==> config.mk <==
export PLATFORM = sky130hd
export DESIGN_NAME = apx_add_err_monitor
export DESIGN_NICKNAME = d
export VERILOG_FILES = /design/src/rtl/apx_err_pkg.sv /design/src/rtl/apx_add_err_monitor_datapath.sv /design/src/rtl/apx_add_err_monitor.sv
export SDC_FILE = /design/constraint.sdc
export NUM_CORES = 1
export LEC_CHECK = 0
export BUFFER_PORTS_ARGS = -buffer_cell sky130_fd_sc_hd__buf_2
export CORE_MARGIN = 4
export CORE_UTILIZATION = 44
export DETAILED_ROUTE_END_ITERATION = 8
export GPL_TIMING_DRIVEN = 0
export HOLD_SLACK_MARGIN = 0.02
export MAX_ROUTING_LAYER = met4
export SETUP_SLACK_MARGIN = 0.1
export SKIP_CTS_REPAIR_TIMING = 1
export SLEW_MARGIN = 20
export SYNTH_ARGS = -nofsm -noshare
export SYNTH_HDL_FRONTEND = slang
export SYNTH_HIERARCHICAL = 1
export SYNTH_SLANG_ARGS = --single-unit
==> constraint.sdc <==
create_clock -name clk -period 4.3 [get_ports clk]
set_input_delay 0.43 -clock clk [delete_from_list [all_inputs] [get_ports clk]]
set_output_delay 0.43 -clock clk [all_outputs]
set_load 0.02 [all_outputs]
==> src/rtl/apx_err_pkg.sv <==
// apx_err_pkg
//   Shared types and helpers for the approximate-adder error monitor.
//   - state_t : monitor control states (IDLE, ACCUM, DRAIN, REPORT)
//   - SAT_W   : working width of the generic saturating adder
//   - sat_add : acc + inc, clamped to 2^width-1 (width <= SAT_W)
package apx_err_pkg;

    typedef enum logic [1:0] {
        IDLE   = 2'd0,
        ACCUM  = 2'd1,
        DRAIN  = 2'd2,
        REPORT = 2'd3
    } state_t;

    localparam int unsigned SAT_W = 128;

    // Callers zero-extend their operands into SAT_W bits and truncate the
    // result back to their own width; the clamp keeps that truncation exact.
    function automatic logic [SAT_W-1:0] sat_add(
        input logic [SAT_W-1:0] acc,
        input logic [SAT_W-1:0] inc,
        input int unsigned      width
    );
        logic [SAT_W:0] w_one;
        logic [SAT_W:0] w_max;
        logic [SAT_W:0] w_sum;
        w_one = 1;
        w_max = (width >= SAT_W) ? {1'b0, {SAT_W{1'b1}}} : ((w_one << width) - w_one);
        w_sum = {1'b0, acc} + {1'b0, inc};
        return (w_sum > w_max) ? w_max[SAT_W-1:0] : w_sum[SAT_W-1:0];
    endfunction

endpackage

==> src/rtl/apx_add_err_monitor_datapath.sv <==
// apx_err_datapath
//   Two-stage error pipeline.
//   Stage 1: exact = (a+b) mod 2^DATA_W, diff = exact - c (DATA_W+1, signed).
//   Stage 2: abs = |diff| (DATA_W+1, unsigned), optionally diff^2.
//   Ports:
//     clk, rst            clock, async active-high reset
//     i_valid             sample enters stage 1 this cycle
//     i_a, i_b, i_c       operands and approximate sum
//     o_vld1, o_vld2      stage 1 / stage 2 occupancy
//     o_abs               stage 2 |diff|
//     o_sq                stage 2 diff^2 (only with APX_ERR_MSE_EN)
//   Macro APX_ERR_MSE_EN adds the squared-error path.
module apx_err_datapath
    import apx_err_pkg::*;
#(
    parameter int DATA_W = 32
) (
    input  logic              clk,
    input  logic              rst,
    input  logic              i_valid,
    input  logic [DATA_W-1:0] i_a,
    input  logic [DATA_W-1:0] i_b,
    input  logic [DATA_W-1:0] i_c,
    output logic              o_vld1,
    output logic              o_vld2,
    output logic [DATA_W:0]   o_abs
`ifdef APX_ERR_MSE_EN
    ,output logic [2*DATA_W+1:0] o_sq
`endif
);
    localparam int STAGES = 2;

    logic [STAGES:1]     r_vld_pipe;
    logic [DATA_W-1:0]   w_exact;
    logic [DATA_W:0]     w_diff;
    logic [DATA_W:0]     r_diff1;
    logic [DATA_W:0]     w_abs1;
    logic [DATA_W:0]     r_abs2;

    // Both operands of the subtraction sit in [-2^(W-1), 2^(W-1)-1], so one
    // extra bit holds every difference and |diff| never reaches 2^W.
    assign w_exact = i_a + i_b;
    assign w_diff  = {w_exact[DATA_W-1], w_exact} - {i_c[DATA_W-1], i_c};
    assign w_abs1  = r_diff1[DATA_W] ? (~r_diff1 + (DATA_W+1)'(1)) : r_diff1;

    always_ff @(posedge clk or posedge rst) begin
        if (rst) begin
            r_vld_pipe <= '0;
            r_diff1    <= '0;
            r_abs2     <= '0;
        end else begin
            r_vld_pipe <= {r_vld_pipe[STAGES-1:1], i_valid};
            if (i_valid)       r_diff1 <= w_diff;
            if (r_vld_pipe[1]) r_abs2  <= w_abs1;
        end
    end

    assign o_vld1 = r_vld_pipe[1];
    assign o_vld2 = r_vld_pipe[2];
    assign o_abs  = r_abs2;

`ifdef APX_ERR_MSE_EN
    // diff*diff == |diff|*|diff|; squaring the magnitude avoids a signed multiplier.
    logic [2*DATA_W+1:0] w_sq1;
    logic [2*DATA_W+1:0] r_sq2;
    assign w_sq1 = {{(DATA_W+1){1'b0}}, w_abs1} * {{(DATA_W+1){1'b0}}, w_abs1};

    always_ff @(posedge clk or posedge rst) begin
        if (rst)                r_sq2 <= '0;
        else if (r_vld_pipe[1]) r_sq2 <= w_sq1;
    end

    assign o_sq = r_sq2;
`endif

endmodule

==> src/rtl/apx_add_err_monitor.sv <==
// apx_add_err_monitor
//   Windowed error statistics for an approximate integer adder. Samples
//   (a, b, c_apx) stream in; every WINDOW accepted samples one report
//   (err_cnt, max_abs_err, sum_abs_err) is offered on a valid/ready port.
//   Ports:
//     clk, rst                 clock, async active-high reset
//     en                       start windowing (sampled in IDLE only)
//     in_valid / in_ready      sample handshake
//     a, b, c_apx              operands and approximate sum
//     rpt_valid / rpt_ready    report handshake
//     err_cnt                  samples with nonzero error
//     max_abs_err              largest |error| in window
//     sum_abs_err              saturating sum of |error|
//     sum_sq_err               saturating sum of error^2 (APX_ERR_MSE_EN only)
//   Macro APX_ERR_MSE_EN enables the squared-error accumulator and port.
module apx_add_err_monitor
    import apx_err_pkg::*;
#(
    parameter int DATA_W = 32,
    parameter int WINDOW = 5000,
    parameter int ACC_W  = 48
) (
    input  logic                           clk,
    input  logic                           rst,
    input  logic                           en,
    input  logic                           in_valid,
    output logic                           in_ready,
    input  logic [DATA_W-1:0]              a,
    input  logic [DATA_W-1:0]              b,
    input  logic [DATA_W-1:0]              c_apx,
    output logic                           rpt_valid,
    input  logic                           rpt_ready,
    output logic [$clog2(WINDOW+1)-1:0]    err_cnt,
    output logic [DATA_W:0]                max_abs_err,
    output logic [ACC_W-1:0]               sum_abs_err
`ifdef APX_ERR_MSE_EN
    ,output logic [2*DATA_W+16-1:0]        sum_sq_err
`endif
);
    localparam int CNT_W = $clog2(WINDOW+1);
    localparam logic [CNT_W-1:0] WIN_LAST = CNT_W'(WINDOW-1);

    state_t            r_state;
    logic [CNT_W-1:0]  r_in_cnt;
    logic [CNT_W-1:0]  r_err_cnt;
    logic [DATA_W:0]   r_max;
    logic [ACC_W-1:0]  r_sum;

    logic              w_accept;
    logic              w_vld1;
    logic              w_vld2;
    logic [DATA_W:0]   w_abs;

    assign in_ready = (r_state == ACCUM);
    assign w_accept = in_valid && in_ready;

`ifdef APX_ERR_MSE_EN
    localparam int SQ_W = 2*DATA_W+16;
    logic [2*DATA_W+1:0] w_sq;
    logic [SQ_W-1:0]     r_sq;
`endif

    apx_err_datapath #(.DATA_W(DATA_W)) u_dp (
        .clk     (clk),
        .rst     (rst),
        .i_valid (w_accept),
        .i_a     (a),
        .i_b     (b),
        .i_c     (c_apx),
        .o_vld1  (w_vld1),
        .o_vld2  (w_vld2),
        .o_abs   (w_abs)
`ifdef APX_ERR_MSE_EN
        ,.o_sq   (w_sq)
`endif
    );

    always_ff @(posedge clk or posedge rst) begin
        if (rst) begin
            r_state   <= IDLE;
            r_in_cnt  <= '0;
            r_err_cnt <= '0;
            r_max     <= '0;
            r_sum     <= '0;
`ifdef APX_ERR_MSE_EN
            r_sq      <= '0;
`endif
        end else begin
            // Stage 2 output folds into the statistics; the pipeline is
            // always empty in REPORT, so the clear below never races this.
            if (w_vld2) begin
                if (w_abs != '0)   r_err_cnt <= r_err_cnt + CNT_W'(1);
                if (w_abs > r_max) r_max     <= w_abs;
                r_sum <= ACC_W'(sat_add(SAT_W'(r_sum), SAT_W'(w_abs), ACC_W));
`ifdef APX_ERR_MSE_EN
                r_sq  <= SQ_W'(sat_add(SAT_W'(r_sq), SAT_W'(w_sq), SQ_W));
`endif
            end

            case (r_state)
                IDLE: begin
                    if (en) r_state <= ACCUM;
                end
                ACCUM: begin
                    if (w_accept) begin
                        r_in_cnt <= r_in_cnt + CNT_W'(1);
                        if (r_in_cnt == WIN_LAST) r_state <= DRAIN;
                    end
                end
                DRAIN: begin
                    // Once both stages are empty the last sample has been folded in.
                    if (!w_vld1 && !w_vld2) r_state <= REPORT;
                end
                REPORT: begin
                    if (rpt_ready) begin
                        r_in_cnt  <= '0;
                        r_err_cnt <= '0;
                        r_max     <= '0;
                        r_sum     <= '0;
`ifdef APX_ERR_MSE_EN
                        r_sq      <= '0;
`endif
                        r_state   <= ACCUM;
                    end
                end
                default: r_state <= IDLE;
            endcase
        end
    end

    assign rpt_valid   = (r_state == REPORT);
    assign err_cnt     = r_err_cnt;
    assign max_abs_err = r_max;
    assign sum_abs_err = r_sum;
`ifdef APX_ERR_MSE_EN
    assign sum_sq_err  = r_sq;
`endif

endmodule

After elaboration in Yosys (flattened, before gate mapping)
Cells that the tools add are included.
Widths: inputs -> output; s select.
- add/subtract/negate cells: 6
- order comparisons: 2
- eq/ne operators: 9
- multiplexer cells: 22
- bitwise operators: 1
- reductions and logical operators: 9
- operators by type and width (cell ; count):
    $mux 48 ; 4
    $mux 33 ; 5
    $mux 13 ; 6
    $add 48x33->49 ; 1
    $gt 49x48->1 const B ; 1
    $add 33x1->33 const B ; 1
    $gt 33x33->1 ; 1
    $not 33->33 ; 1
    $reduce_bool 33->1 ; 1
    $sub 32x32->33 ; 1
    $add 32x32->32 ; 1
    $add 13x1->13 const B ; 2
    $pmux 13 s2 ; 1
    $eq 13x13->1 const B ; 1
    $mux 2 ; 5
    $pmux 2 s4 ; 1
    $ne 2x1->1 const B ; 3
    $reduce_and 5->1 ; 1
    $eq 2x2->1 const B ; 2
    $ne 2x2->1 const B ; 2
    $reduce_and 3->1 ; 1
    $eq 2x1->1 const B ; 1
    $logic_and 1x1->1 ; 2
    $logic_not 1->1 ; 2
    other kinds (2) ; 2
- register bits: 177
- bits of input ports: 101
- output and inout port bits: 96
- logic and storage cells: 57

Logic depth before layout (Yosys ltp)
Gate-level depths: netlist of the first run.
- depth in word-level cells: 6
- depth in mapped cells: 21
- depth with buffers taken out: 20

Hierarchy
Netlist of the first run, hierarchy kept.
- by module, submodules not included (module ; times used ; cells each ; area each (um2) ; sequential area each (um2)):
    apx_add_err_monitor ; 1 ; 951 ; 8001.4 ; 2727.6
    apx_err_datapath ; 1 ; 778 ; 6497.5 ; 1701.6

Worst setup path before layout of the first run
Ideal clock, no wire load.
- path kind: input to register
- start point: in a[0]
- end point: reg u_dp.r_diff1[29]
- setup time: 0.125 ns
- arrival time: 4.473 ns
- data required time: 4.175 ns
- path slack: -0.298 ns
- cell stages on the path: 20
- path buffers: 1
- cells stage by stage: ha_1 > inv_1 > fa_1 > nor2b_1 > o31ai_1 > a21oi_1 > a41oi_1 > o31a_1 > o21bai_1 > xor2_1 > ha_1 > clkbuf_1 > a21o_1 > a21o_1 > a21o_1 > a2111oi_0 > o31ai_1 > a31oi_1 > xnor2_1 > mux2_2
- cells in the longest elaborated chain, start to end: 2
- RTL lines (element ; RTL line ; RTL):
    start, declared ; apx_add_err_monitor.sv:28 ; input logic [DATA_W-1:0] a,
    $add 32x32->32 ; apx_add_err_monitor_datapath.sv:42 ; assign w_exact = i_a + i_b;
    $sub 32x32->33 ; apx_add_err_monitor_datapath.sv:43 ; assign w_diff = {w_exact[DATA_W-1], w_exact} - {i_c[DATA_W-1], i_c};
    end signal, assigned ; apx_add_err_monitor_datapath.sv:53 ; if (i_valid) r_diff1 <= w_diff;
    end, declared ; apx_add_err_monitor_datapath.sv:36 ; logic [DATA_W:0] r_diff1;
Every way passes these cells.
A chain may end at the register's enable or synchronous reset.

Final worst setup path of the first run
- start point: in b[0]
- end point: reg u_dp.r_diff1[31]
- cells in the longest elaborated chain, start to end: 2
- RTL lines (element ; RTL line ; RTL):
    start, declared ; apx_add_err_monitor.sv:29 ; input logic [DATA_W-1:0] b,
    $add 32x32->32 ; apx_add_err_monitor_datapath.sv:42 ;
    $sub 32x32->33 ; apx_add_err_monitor_datapath.sv:43 ;
Every way passes these cells.

==> results.cfg, run 1 <==
[outcome]
run_status = finished clean

[routing]
drt_first_iter_violations = 694
avgRoutedWirePerCell_um = 17.50
dr.pass1.iters = 5
highest_layer = met4
wl_met3_um = 1687
dr_total_vias = 13533
avgViaCountPerCell = 5.613
drc_errors = 0
wl_met1_um = 18390
dr_wl_met2_um = 20770
wl_um = 42200
postRouteAntennaNets = 0

[yosys]
synth_ff_type = dfrtp_1
ys_warn_count = 6
synth.avg_cell_area_um2 = 8.386
syn_nets = 1970
yosysSeqAreaShare_pct = 30.55
yosys.area.top_type = dfrtp_1
synth_area_mm2 = 0.01450
yosysTopAreaCellShare_pct = 30.55
synth.area.top_cells = dfrtp_1 31%, ha_1 12%, a21oi_1 6.6%
synth_edf_count = 0
ys_ff_latch = 177
synth_cells = 1729
synth_cell_types = 87
synth_async_sr_flop_share_pct = 100.0

[placement]
place_ws_ns = -0.8149
dpl-instance-area_mm2 = 0.01614
dp_hpwl_um = 33410
portBuffers = 196
gp_congestion = 0.9621

[grt]
grt_overflow_total = 0
grt_pass1_wl_um = 67510
track_usage_pct = 23.51
antenna_found_initial = 0
grt_pass1_vias = 13348
grt_max_degree = 66

[timing]
worst_slack_ns = 0.2082
hold_viol_final = 0
post-route-period-util_pct = 95.16
tightest_slew_ns = 0.8948
finalSetupViolCount = 0
max_freq_ghz = 0.2444
grt_setup_unrepaired = true
min_period_ns = 4.092
drv_slew = 0
clock_skew_ns = 0.01706
slew_headroom_pct = 39.81

[clock_tree]
htree_levels = 4
cts_tree = yes
root_buffer = clkbuf_16
cts_buffer_depth = 2
cts_sinks = 177
numCtsBuffers = 17
clk_transition_reported_paths_ns = 0.06
insertion_delay_ns = 0.45

[layout]
final_common_cell = buf_2
nets = 2197
fin_area_mm2 = 0.01695
area_delta_synth_final_pct = 16.92
drive_above_1_share_pct = 17.78
final_cell_mix = 203 x buf_2, 185 x a21oi_1, 177 x dfrtp_1

[die]
rows = 66
start_util_pct = 44.56
die_w_um = 189.5
die_y_um = 189.5
core_mm2 = 0.03254
die-area_mm2 = 0.03592
io_pins = 197

[worst_setup_path]
arrival_ns = 4.42
r2r-start = u_dp/o_abs[28]
path_class = input port to flip-flop
crit_path_start = b[0]
worstPathRequired_ns = 4.62
crit_fanout = 4
worstSetupStartpointType = input port
end_kind = flip-flop

[power]
ir_worst_vdd_mv = 0.3267
power.leakage_uw = 0.007825
p_per_area_mw_per_mm2 = 694.7

[min_path]
min_path_type = input port to async pin

[flow_run]
drv_cap = 0
==> state kept, by name, indices dropped and copies added (netlist names) <==
signal / count
max_abs_err: 33
r_state: 2
r_in_cnt: 13
err_cnt: 13
sum_abs_err: 48
u_dp/r_vld_pipe: 2
u_dp/r_diff1: 33
u_dp/o_abs: 33
==> cell usage after synthesis (all sizes together), types with 11 or more instances <==
master,count
nor3,28
ha,137
xnor2,63
inv,111
o21bai,14
nand4,36
a211oi,14
nand2,112
and2,11
a31oi,19
nor2b,16
o31ai,20
mux2,30
buf,15
and3,24
nand2b,14
a21oi,191
nor2,130
o21ai,144
nor4,14
dfrtp,177
clkbuf,61
or3,17
o211ai,15
xor2,69
o21a,14
a21o,47
nand3,70
==> critical path, cell delays in order <==
cell and delay (ns):
buf_6 0.07, ha_4 0.12, inv_2 0.03, fa_2 0.38, nor2b_4 0.15, o31ai_4 0.10
a21oi_2 0.22, a41oi_2 0.18, o31a_1 0.40, o21bai_4 0.23, xor2_1 0.18, ha_1 0.27
buf_8 0.13, a21o_1 0.20, a21o_1 0.16, a21o_1 0.20, o21bai_1 0.17, o21ba_4 0.26
o31ai_2 0.08, xor2_1 0.15, mux2_2 0.27
==> report_power, final <==
part / total (uW) / leakage (uW) / switching, uW / internal (uW)
clock network: 1580 / 0.000276 / 705 / 872
registers: 3130 / 0.00223 / 850 / 2280
logic: 7070 / 0.00532 / 4210 / 2860
==> through the flow <==
stage               hold slack (ns)  setup TNS, ns  util [%]  power [uW]  std cells
global route                0.06288              0     52.10       12800       2410
floorplan                    0.4033              0         -        8126       1729
finish                      0.03833              0     52.10       11780       2411
detailed placement           0.5127         -7.111     49.61       10080       2369
global placement             0.5088         -73.26     49.44        9957       2367
CTS                         0.03775         -1.173     51.38       11710       2400
==> cell families after synthesis <==
kind of cell    count (synthesis)  share of synthesized area, %
flops                         177                         30.55
buf+inv                       187                         5.091
simple gates                  496                         16.94
compound gates                560                         24.40
xor+xnor                      132                         7.974
fa+ha+maj                     140                         12.24
mux                            37                         2.813
==> metal layers <==
metal  GRT usage [%]  up-vias
met5               -        -
met4           8.375        0
met3           2.581       74
met2           40.21      359
met1           28.95     6346
li1                -     6754
==> worst paths after layout <==
path | to | slack (ns) | cells past startpoint
min in group clk | u_dp/r_diff1[0] | 0.31 | 3
worst min register to register | r_in_cnt[0] | 0.53 | 1
worst max register to register | max_abs_err[25] | 0.87 | 9
worst max-delay path | u_dp/r_diff1[31] | 0.21 | 21
worst min-delay path | err_cnt[4] | 0.04 | 2
max in group asynchronous | sum_abs_err[1] | 3.56 | 3
==> area by class of cell <==
class                   instances  area (um2)
inverters                     111       424.2
clock inverters                12       132.6
plain buffers                  73       326.6
repair buffers                211        1139
well taps                     442       553.0
clock buffers                  19       442.9
diodes                          1       2.502
flip-flops and latches        177        4429
multi-input cells            1365        9503
fillers                      3223       15580
Power figures use the tool's default switching activity.
==> run 2, diff against run 1 <==
--- a/config.mk
+++ b/config.mk
@@ -7,11 +7,12 @@
 export LEC_CHECK = 0
 export BUFFER_PORTS_ARGS = -buffer_cell sky130_fd_sc_hd__buf_2
 export CORE_MARGIN = 4
-export CORE_UTILIZATION = 44
+export CORE_UTILIZATION = 60
 export DETAILED_ROUTE_END_ITERATION = 8
 export GPL_TIMING_DRIVEN = 0
 export HOLD_SLACK_MARGIN = 0.02
 export MAX_ROUTING_LAYER = met4
+export PLACE_DENSITY_LB_ADDON = 0.25
 export SETUP_SLACK_MARGIN = 0.1
 export SKIP_CTS_REPAIR_TIMING = 1
 export SLEW_MARGIN = 20
==> run 2 against run 1 <==
Net effect: power is 1.0% lower; register-to-register slack better by 0.05 ns; utilization is 19 points higher; global-route usage is 6.6 points higher; worst setup slack worse by 0.060 ns.
==> results.cfg, run 2 (synthesis results as in run 1) <==
[outcome]
run_status = finished clean

[clock_tree]
cts_buffer_depth = 2
numCtsBuffers = 17
root_buffer = clkbuf_16
htree_levels = 4
cts_tree = yes
cts_sinks = 177
clk_transition_reported_paths_ns = 0.07
insertion_delay_ns = 0.44

[die]
core_mm2 = 0.02361
die_w_um = 163.5
die_y_um = 163.5
io_pins = 197
rows = 56
die-area_mm2 = 0.02672
start_util_pct = 61.40

[placement]
gp_congestion = 0.9448
dpl-instance-area_mm2 = 0.01599
portBuffers = 196
dp_hpwl_um = 31200

[timing]
tightest_slew_ns = 0.8959
grt_setup_unrepaired = false
finalSetupTns_ns = 0
clock_skew_ns = 0.007550
post-route-period-util_pct = 96.55
finalSetupViolCount = 0
drv_slew = 0
min_period_ns = 4.152
slew_headroom_pct = 40.28
hold_viol_final = 0
max_freq_ghz = 0.2409

[routing]
drt_first_iter_violations = 935
avgViaCountPerCell = 6.102
postRouteAntennaNets = 0
dr_total_vias = 13944
dr.pass1.iters = 5
wl_um = 39780
drc_errors = 0
avgRoutedWirePerCell_um = 17.41

[layout]
utilization_pct = 70.84
antenna_cells = 0
nets = 2194
area_delta_synth_final_pct = 15.37
final_common_cell = buf_2
final_cell_mix = 205 x buf_2, 186 x a21oi_1, 177 x dfrtp_1
fin_area_mm2 = 0.01673
largest_register_ffs = 48
drive_above_1_share_pct = 17.55

[power]
total_power_uw = 11660
swShare_pct = 49.46
power_frac_seq_pct = 26.8
combPwrFrac_pct = 60.4
ir_worst_vdd_mv = 0.3932
power.leakage_uw = 0.007793
p_per_area_mw_per_mm2 = 696.8
p_int_uw = 5891
power_switching_uw = 5765
p_clk_share_pct = 12.8

[worst_setup_path]
path_class = input port to flip-flop
path_cells = buf_2 -> ha_4 -> inv_2 -> fa_2 -> nor2b_4 -> o31ai_4 -> a21oi_4 -> a41oi_2 -> o31a_1 -> o21bai_4 -> xor2_1 -> ha_1 -> clkbuf_8 -> a21o_1 -> a31o_2 -> a21oi_1 -> o211ai_1 -> a31o_2 -> o21ai_0 -> xor2_1 -> a21oi_1
end_kind = flip-flop
arrival_ns = 4.44
worstPathRequired_ns = 4.59
ff2ff_path_depth = 10
max_stage_delay_ns = 0.40
critPathSlowestCell = o31a_1
worstSetupStartpointType = input port
crit_fanout = 5

[grt]
grt_pass1_vias = 13549
track_usage_pct = 30.11
grt_max_degree = 68
grt_overflow_total = 0
grt_pass1_wl_um = 64490
antenna_found_initial = 0

[min_path]
min_path_type = input port to async pin

[flow_run]
drv_cap = 0
==> run 2: changes by cell type in the layout (fill, tap and decap cells not counted), moves of 2 or more <==
cell       change
buf_6          -2
inv_8          +2
o21ai_0        +2
bufinv_16      -2
a2111oi_0      +2
buf_2          +2
clkbuf_2       +2
clkinv_8       +2
a2111oi_1      -2
buf_4          -4
o21ai_1        -2
a21oi_2        -2
==> run 2: worst paths after layout <==
kind	slack, ns	start	endpoint
worst max-delay path	0.15	b[0]	u_dp/r_diff1[26]
worst min register to register	0.52	r_in_cnt[0]	r_in_cnt[0]
min in group clk	0.30	c_apx[0]	u_dp/r_diff1[0]
worst max register to register	0.92	u_dp/r_diff1[0]	u_dp/o_abs[26]
max in group asynchronous	3.52	rst	sum_abs_err[13]
worst min-delay path	0.03	rst	u_dp/r_diff1[32]
==> run 2: power by group through the flow <==
| stage | Combinational (uW) | Sequential, uW | Clock [uW] |
|---|---|---|---|
| 2_1_floorplan | 5000 | 3130 | 0 |
| 3_3_place_gp | 6670 | 3090 | 0 |
| 3_5_place_dp | 6850 | 3120 | 0 |
| 4_1_cts | 6920 | 3100 | 1510 |
| 5_1_grt | 7840 | 3200 | 1570 |
| 6_report | 7040 | 3130 | 1490 |
==> run 2: layer usage <==
layer	share of wire, %	vias up	track usage [%]	routed length (um)
met5	0	-	-	0
met4	4.2	0	13.69	1656
met3	5.5	104	2.750	2208
met2	49	517	51.34	19580
met1	41	6562	36.41	16340
li1	-	6761	-	-
==> run 2: area by class of cell <==
type | instances | area, um2
multi-input cells | 1365 | 9492
flip-flops and latches | 177 | 4429
fillers | 1923 | 6885
clock buffers | 18 | 429.2
well taps | 319 | 399.1
plain buffers | 74 | 327.8
inverters | 111 | 424.2
repair buffers | 207 | 1096
clock inverters | 14 | 130.1
==> run 2: stage by stage <==
step | std cells | hold WS, ns | worst slack [ns]
6_report | 2285 | 0.02823 | 0.1483
5_1_grt | 2285 | 0.05875 | 0.05921
3_3_place_gp | 2244 | 0.5023 | -0.6325
4_1_cts | 2278 | 0.03342 | -0.2474
3_5_place_dp | 2246 | 0.5011 | -0.7143
2_1_floorplan | 1729 | 0.4033 | 0.1745
==> run 2: worst max-delay path, delay by kind of cell <==
family,cells,cell delay (ns)
buffers and inverters,3,0.29
AO/OA/AOI/OAI,12,2.37
AND/OR/NAND/NOR,1,0.16
XOR/XNOR,2,0.40
adder cells (fa/ha/maj),3,0.79
